### src/rtl/vec_pkg.sv
// Shared vector register file constants, types and address range helper.
// Physical indices arrive 5 bits wide; only 0..NVREGS-1 name real vector registers.
package vec_pkg;
    localparam int LANES  = 4;
    localparam int ELEM_W = 8;
    localparam int NVREGS = 8;
    localparam int VREG_W = LANES * ELEM_W;
    localparam int IDX_W  = $clog2(NVREGS);

    typedef logic [VREG_W-1:0] vreg_t;
    typedef logic [4:0]        vidx_t;

    function automatic logic in_range(input vidx_t idx);
        return idx < vidx_t'(NVREGS);
    endfunction
endpackage

### src/rtl/vec_scoreboard.sv
// Vector scoreboard: pending-producer mask plus RAW/WAW hazard stall.
// Latency: stall is combinational, busy_mask updates at the next posedge.
// Backpressure: stall is the backpressure to decode; a stalled issue reserves nothing.
module vec_scoreboard
    import vec_pkg::*;
(
    input  logic              clk,
    input  logic              rst,
    input  logic              issue,
    input  logic              rd1_en,
    input  logic [4:0]        rd1_addr,
    input  logic              rd2_en,
    input  logic [4:0]        rd2_addr,
    input  logic              rdst_en,
    input  logic [4:0]        rdst_addr,
    input  logic              wb_en,
    input  logic [4:0]        wb_addr,
    output logic              stall,
    output logic              hit1,
    output logic              hit2,
    output logic [NVREGS-1:0] busy_mask
);
    logic              hitd;
    logic              wb_ok;
    logic              raw1;
    logic              raw2;
    logic              waw;
    logic [NVREGS-1:0] busy_nxt;

    assign wb_ok = wb_en && in_range(wb_addr);
    assign hit1  = wb_ok && (wb_addr == rd1_addr);
    assign hit2  = wb_ok && (wb_addr == rd2_addr);
    assign hitd  = wb_ok && (wb_addr == rdst_addr);

    // Out-of-range indices name scalar registers and never hazard.
    assign raw1  = rd1_en  && in_range(rd1_addr)  && busy_mask[rd1_addr[IDX_W-1:0]]  && !hit1;
    assign raw2  = rd2_en  && in_range(rd2_addr)  && busy_mask[rd2_addr[IDX_W-1:0]]  && !hit2;
    assign waw   = rdst_en && in_range(rdst_addr) && busy_mask[rdst_addr[IDX_W-1:0]] && !hitd;
    assign stall = issue && (raw1 || raw2 || waw);

    always_comb begin
        busy_nxt = busy_mask;
        if (wb_ok)
            busy_nxt[wb_addr[IDX_W-1:0]] = 1'b0;
        // Applied after the clear so a new producer keeps the bit set.
        if (issue && !stall && rdst_en && in_range(rdst_addr))
            busy_nxt[rdst_addr[IDX_W-1:0]] = 1'b1;
    end

    always_ff @(posedge clk or posedge rst) begin
        if (rst)
            busy_mask <= '0;
        else
            busy_mask <= busy_nxt;
    end
endmodule

### src/rtl/vec_regfile_sb.sv
// Vector register file with writeback bypass, registered operands and scoreboard.
// Latency: operands valid 1 cycle after accept; writeback visible to same-cycle reads.
// Backpressure: combinational stall holds decode; stalled cycles produce a bubble.
module vec_regfile_sb
    import vec_pkg::*;
(
    input  logic              clk,
    input  logic              rst,
    input  logic              rd1_en,
    input  logic [4:0]        rd1_addr,
    input  logic              rd2_en,
    input  logic [4:0]        rd2_addr,
    input  logic              rdst_en,
    input  logic [4:0]        rdst_addr,
    input  logic              issue,
    input  logic              wb_en,
    input  logic [4:0]        wb_addr,
    input  logic [VREG_W-1:0] wb_data,
    output logic              stall,
    output logic              out_valid,
    output logic [VREG_W-1:0] rd1_data,
    output logic [VREG_W-1:0] rd2_data,
    output logic [NVREGS-1:0] busy_mask,
    output logic              addr_err
);
    vreg_t regs [NVREGS];
    vreg_t op1;
    vreg_t op2;
    logic  hit1;
    logic  hit2;
    logic  accept;
    logic  bad_addr;

    vec_scoreboard u_sb (
        .clk       (clk),
        .rst       (rst),
        .issue     (issue),
        .rd1_en    (rd1_en),
        .rd1_addr  (rd1_addr),
        .rd2_en    (rd2_en),
        .rd2_addr  (rd2_addr),
        .rdst_en   (rdst_en),
        .rdst_addr (rdst_addr),
        .wb_en     (wb_en),
        .wb_addr   (wb_addr),
        .stall     (stall),
        .hit1      (hit1),
        .hit2      (hit2),
        .busy_mask (busy_mask)
    );

    assign accept = issue && !stall;

    always_comb begin
        op1 = '0;
        op2 = '0;
        if (rd1_en && in_range(rd1_addr))
            op1 = hit1 ? wb_data : regs[rd1_addr[IDX_W-1:0]];
        if (rd2_en && in_range(rd2_addr))
            op2 = hit2 ? wb_data : regs[rd2_addr[IDX_W-1:0]];
    end

    // Read/dest garbage only matters when decode presents an instruction.
    assign bad_addr = (issue && ((rd1_en  && !in_range(rd1_addr)) ||
                                 (rd2_en  && !in_range(rd2_addr)) ||
                                 (rdst_en && !in_range(rdst_addr)))) ||
                      (wb_en && !in_range(wb_addr));

    always_ff @(posedge clk or posedge rst) begin
        if (rst) begin
            for (int i = 0; i < NVREGS; i++)
                regs[i] <= '0;
        end else if (wb_en && in_range(wb_addr)) begin
            regs[wb_addr[IDX_W-1:0]] <= wb_data;
        end
    end

    always_ff @(posedge clk or posedge rst) begin
        if (rst) begin
            out_valid <= 1'b0;
            rd1_data  <= '0;
            rd2_data  <= '0;
            addr_err  <= 1'b0;
        end else begin
            out_valid <= accept;
            if (accept) begin
                rd1_data <= op1;
                rd2_data <= op2;
            end
            addr_err <= addr_err || bad_addr;
        end
    end
endmodule

### config.mk
export PLATFORM = sky130hd
export DESIGN_NAME = vec_regfile_sb
export DESIGN_NICKNAME = d
export VERILOG_FILES = /design/src/rtl/vec_pkg.sv /design/src/rtl/vec_scoreboard.sv /design/src/rtl/vec_regfile_sb.sv
export SDC_FILE = /design/constraint.sdc
export NUM_CORES = 1
export LEC_CHECK = 0
export CAP_MARGIN = 20
export CORE_UTILIZATION = 51
export CTS_BUF_LIST = sky130_fd_sc_hd__clkbuf_16
export DETAILED_ROUTE_END_ITERATION = 10
export PLACE_DENSITY = 0.71
export SLEW_MARGIN = 20
export SYNTH_ARGS = -nofsm -noshare
export SYNTH_HDL_FRONTEND = slang
export SYNTH_SLANG_ARGS = --single-unit
### constraint.sdc
create_clock -name clk -period 23.3 [get_ports clk]
set_input_delay 2.33 -clock clk [delete_from_list [all_inputs] [get_ports clk]]
set_output_delay 2.33 -clock clk [all_outputs]
set_load 0.01 [all_outputs]
# --- Word level (Yosys, flattened, before mapping) ---
# Cells that the tools add are included.
# Widths: inputs -> output; s select.
totals:
  in_bits: 59
  wordCells: 100
  register_bits: 330
  out_inout_bits: 75
op_classes:
  n_reduce_logical: 39
  n_mux: 25
  bitwise: 6
  eq_ne: 3
  magnitude_cmp: 14
op_table:
  columns: ["cell", "n"]
  rows:
  - ["$mux 32", 9]
  - ["$bwmux 256", 1]
  - ["$bmux 32 s3", 2]
  - ["$demux 32 s3", 1]
  - ["$logic_and 1x1->1", 25]
  - ["$lt 5x4->1 const B", 4]
  - ["$lt 3x4->1 const B", 4]
  - ["$mux 8", 2]
  - ["$eq 5x5->1", 3]
  - ["$ge 4x4->1 const B", 3]
  - ["$not 3->4", 3]
  - ["$bmux 1 s3", 3]
  - ["$and 8x8->8", 1]
  - ["$logic_not 1->1", 8]
  - ["$not 8->8", 1]
  - ["$or 8x8->8", 1]
  - ["$demux 1 s3", 2]
  - ["$ge 3x1->1 const B", 2]
  - ["$logic_or 1x1->1", 6]
  - ["$mux 1", 5]
  - ["$lt 4x1->1 const B", 1]

# --- Logic depth before layout (Yosys ltp) ---
logic_depth:
  ltp_word: 13
  ltp_mapped: 8

# --- Hierarchy ---
# A second synthesis with hierarchy kept.
unflattened:
  hier_cells: 1483
  area_unflattened_um2: 17347.9
by_module_without_submodules:
  columns: ["module", "area_each_um2", "n_inst", "cells_each", "seq_area_each_um2"]
  rows:
  - ["vec_regfile_sb", 16509.6, 1, 1392, 8057.7]
  - ["vec_scoreboard", 838.3, 1, 91, 200.2]

# --- Worst setup path before layout ---
# OpenSTA, ideal clock, no wires.
synth_path:
  kind: "in2out"
  start: "input port rd1_addr[4]"
  end: "output port stall"
  required_ps: 20970
  setup_slack_ps: 17434
  arrival_ps: 3536
  stages: 6
  cell_sequence: "or2_1 > clkbuf_1 > nor2_1 > nand4_1 > o21a_1 > a21oi_1"
synth_between:
  elab_chain_len: 7
synth_rtl:
  columns: ["item", "line_no", "source"]
  rows:
  - ["from (decl)", "vec_regfile_sb.sv:10", "input logic [4:0] rd1_addr,"]
  - ["$lt 5x4->1 / $eq 5x5->1 (equally long branches)", "vec_pkg.sv:14, vec_scoreboard.sv:31", null]
  - ["$logic_and 1x1->1, on equally long branches", "vec_scoreboard.sv:36, vec_scoreboard.sv:31", null]
  - ["$logic_and 1x1->1 / $logic_not 1->1 (equally long branches)", "vec_scoreboard.sv:36", "assign raw1 = rd1_en && in_range(rd1_addr) && busy_mask[rd1_addr[IDX_W-1:0]] && !hit1;"]
  - ["$logic_and 1x1->1 *", "vec_scoreboard.sv:36", null]
  - ["$logic_or 1x1->1 * (2 in series)", "vec_scoreboard.sv:39", "assign stall = issue && (raw1 || raw2 || waw);"]
  - ["$logic_and 1x1->1 *", "vec_scoreboard.sv:39", null]
  - ["to (decl)", "vec_regfile_sb.sv:19", "output logic stall,"]
# Every way passes the cells marked *; elsewhere a longest branch is shown, timed or not.

# --- Final worst setup path ---
layout_path:
  start: "input port rd1_addr[2]"
  end: "output port stall"
layout_between:
  elab_chain_len: 7
layout_rtl:
  columns: ["item", "line_no", "source"]
  rows:
  - ["$lt 5x4->1 (tied with other cells)", "vec_pkg.sv:14", "return idx < vidx_t'(NVREGS);"]
  - ["$logic_and 1x1->1 (tied with other cells)", "vec_scoreboard.sv:36", null]
  - ["$logic_and 1x1->1 / $logic_not 1->1 (equally long branches)", "vec_scoreboard.sv:36", null]
  - ["$logic_and 1x1->1 *", "vec_scoreboard.sv:36", null]
  - ["$logic_or 1x1->1 * (2 in series)", "vec_scoreboard.sv:39", null]
  - ["$logic_and 1x1->1 *", "vec_scoreboard.sv:39", null]
# Every way passes the cells marked *; elsewhere a longest branch is shown, timed or not. The select of a mux whose other input is x is not followed.

==> metrics.yaml <==
run_status:
  outcome: "completed"
logic_synthesis:
  syn_nets: 1326
  synthCells: 1267
  yosys-top-cells-count: "dfrtp_1 (330), mux2_2 (257), mux2i_1 (135), mux4_2 (130), o21ai_0 (73)"
  synth-seq-cells: 330
  yosysTopAreaCell: "dfrtp_1"
  synth_edf_count: 0
  netlist.area_leader.share_pct: 46.9
  async_reset_ff_share_pct: 100
  ys_types: 40
  syn_avg_cell_area_um2: 13.9
  syn_area_um2: 17600
  yosys_warnings: 0
  synth_area_leaders: "dfrtp_1 (47%), mux4_2 (17%), mux2_2 (16%)"
  synth_top_flop_cell: "dfrtp_1"
  synth-seq-area-share_pct: 46.9
  yosysMostFrequentCell: "dfrtp_1"
die:
  dieArea_um2: 35200
  core_um2: 33700
  rows: 67
  initial_core_util_pct: 52.2
  die_h_um: 188
  die_x_um: 188
  io_pins: 134
timing:
  min_period_ns: 7.41
  setup-violations-final: 0
  fin_ws_ns: 15.89
  fmax_ghz: 0.135
  finalCritPeriodShare_pct: 31.8
  tns_ns: 0
  fin_skew_ns: 0.0132
  relSlewSlack_pct: 25.6
  finalHoldViolations: 0
  rsz0062_at_grt: "false"
  drv_slew: 0
  tightest_slew_ns: 1.12
cts:
  clk-insertion-delay-late_ns: 0.52
  cts_tree: "built"
  clockBufferDepth: 3
  cts_max_level: 2
  cts.sink_count: 330
  cts_setup_buffers: 0
  ctsResizeCount: 0
  cts_buffers: 38
  postCtsHoldBufs: 0
  clk_pin_slew_ns: 0.06
  root_buffer: "clkbuf_16"
global_routing:
  grt_pass1_wl_um: 69800
  antenna_found_initial: 0
  grt.total_usage_pct: 25.7
  overflow: 0
  grt_max_degree: 117
  grt_pass1_vias: 12000
drt:
  drc: 0
  viasPerCell: 6.29
  drtAntennaViolNets: 0
  vias: 11300
  drt-pass1-iter-count: 5
  wl_per_cell_um: 24.4
  wirelength_um: 43900
  dr.first_iter.drc_count: 914
final_layout:
  n_antenna_cell: 0
  area_growth_pct: 15.0
  nNetsFinal: 1388
  drive_gt1_share_pct: 35.5
place:
  gp_congestion: 0.890
  hpwl_um: 24100
  dp_slack_ns: 15.97
  port_buffers: 133
power_and_ir_drop:
  power_density_nw_per_um2: 79.1
  p_int_w: 0.00118
  power_frac_seq_pct: 46.1
  comb_power_share_pct: 20.1
  p_sw_share_pct: 26.3
  pwr-share-clk_pct: 33.8
  p_sw_w: 0.000420
  p_leak_nw: 8.70
  peakVddDrop_mv: 0.0431
worst_setup_path:
  start_kind: "primary input"
  worstPathRequired_ns: 20.97
  endpoint_kind: "primary output"
  crit_arrival_ns: 5.08
  crit_path_max_fanout: 69
  crit_chain: "buf_2 > buf_4 > xnor2_1 > nand4_1 > buf_4 > nor2_1 > o21a_1 > a21oi_1 > clkdlybuf4s50_1"
  criticalPathCategory: "primary input to primary output"
  path_common_cell: "buf_4"
  slowest_delay_ns: 0.82
  cpMaxStageDelayCell: "buf_4"
worst_hold_path:
  hp-class: "flop to flop"
run:
  cap_viol_max_count: 0
-- power by group through the flow --
stage | registers, W | clock network [W] | logic, W
after global routing | 0.000750 | 0.000577 | 0.000348
after detailed placement | 0.000745 | 0 | 0.000321
after CTS | 0.000735 | 0.000553 | 0.000323
after global placement | 0.000738 | 0 | 0.000314
after floorplan | 0.000728 | 0 | 0.000248
final | 0.000737 | 0.000541 | 0.000321
-- area by class of cell --
| type | instances | area [um^2] |
|---|---|---|
| Fill cell | 2638 | 13500 |
| Multi-Input combinational cell | 729 | 8490 |
| Sequential cell | 330 | 8260 |
| Timing Repair Buffer | 159 | 1530 |
| Clock buffer | 39 | 976 |
| Tap cell | 448 | 561 |
| Inverter | 71 | 274 |
| Clock inverter | 26 | 138 |
-- flip-flops by register name, summed over array words and instances (netlist names) --
signal	cells
u_sb.busy_mask	8
addr_err	1
rd1_data	32
regs	256
out_valid	1
rd2_data	32
-- worst paths after layout --
kind                                   start      endpoint  slack (ns)  cells past startpoint
setup / recovery                 rd1_addr[2]         stall       15.89                      9
hold / removal                      addr_err      addr_err        0.47                      1
setup reg to reg           u_sb.busy_mask[3]  rd2_data[30]       20.26                      6
hold reg to reg                     addr_err      addr_err        0.47                      1
max in group asynchronous                rst      regs[53]       19.09                      5
min in group asynchronous                rst      addr_err        2.34                      2
-- cells by family (layout without fill, tap and decap cells) --
| group | after synthesis | in the layout | share of synthesized area (%) |
|---|---|---|---|
| muxes | 522 | 522 | 40.8 |
| and+or+nand+nor | 47 | 47 | 1.42 |
| AOI/OAI and AO/OA | 151 | 151 | 5.46 |
| buffers and inverters | 208 | 295 | 4.96 |
| xor gates and xnor gates | 9 | 9 | 0.448 |
| DFF | 330 | 330 | 46.9 |
-- layer usage --
metal	share of wire (%)	GRT usage [%]	vias up
met5	0	0	-
li1	-	-	4839
met3	6.3	4.44	79
met1	42	35.2	6009
met2	50	42.3	410
met4	2.1	7.19	0
-- through the flow --
stage	power (W)	instances	hold slack [ns]	instance area (um^2)	util, %
final	0.00160	1802	0.471	20200	60.0
after detailed placement	0.00107	1736	0.460	19100	56.6
after CTS	0.00161	1801	0.473	20200	59.9
after global routing	0.00168	1802	0.479	20200	60.0
after global placement	0.00105	1736	0.457	19100	56.6
after floorplan	0.000976	1267	0.491	17600	-
-- cells in the final DEF (no fill, tap or decap), drive strengths merged, types with 3 or more instances in the layout --
cell	n
o211ai	65
nand2	15
clkdlybuf4s50	127
or2	4
mux2i	135
buf	32
clkinv	15
mux4	130
clkbuf	39
mux2	257
nor2	7
inv	81
nand3	4
o21ai	73
nor2b	3
dfrtp	330
xnor2	9
-- critical path, delay by kind of cell --
kind,cells,cell delay [ns]
xor gates and xnor gates,1,0.18
and+or+nand+nor,2,0.31
buffers and inverters,4,1.88
AOI/OAI and AO/OA,2,0.37
No activity file was read; power rests on OpenSTA's default activity.
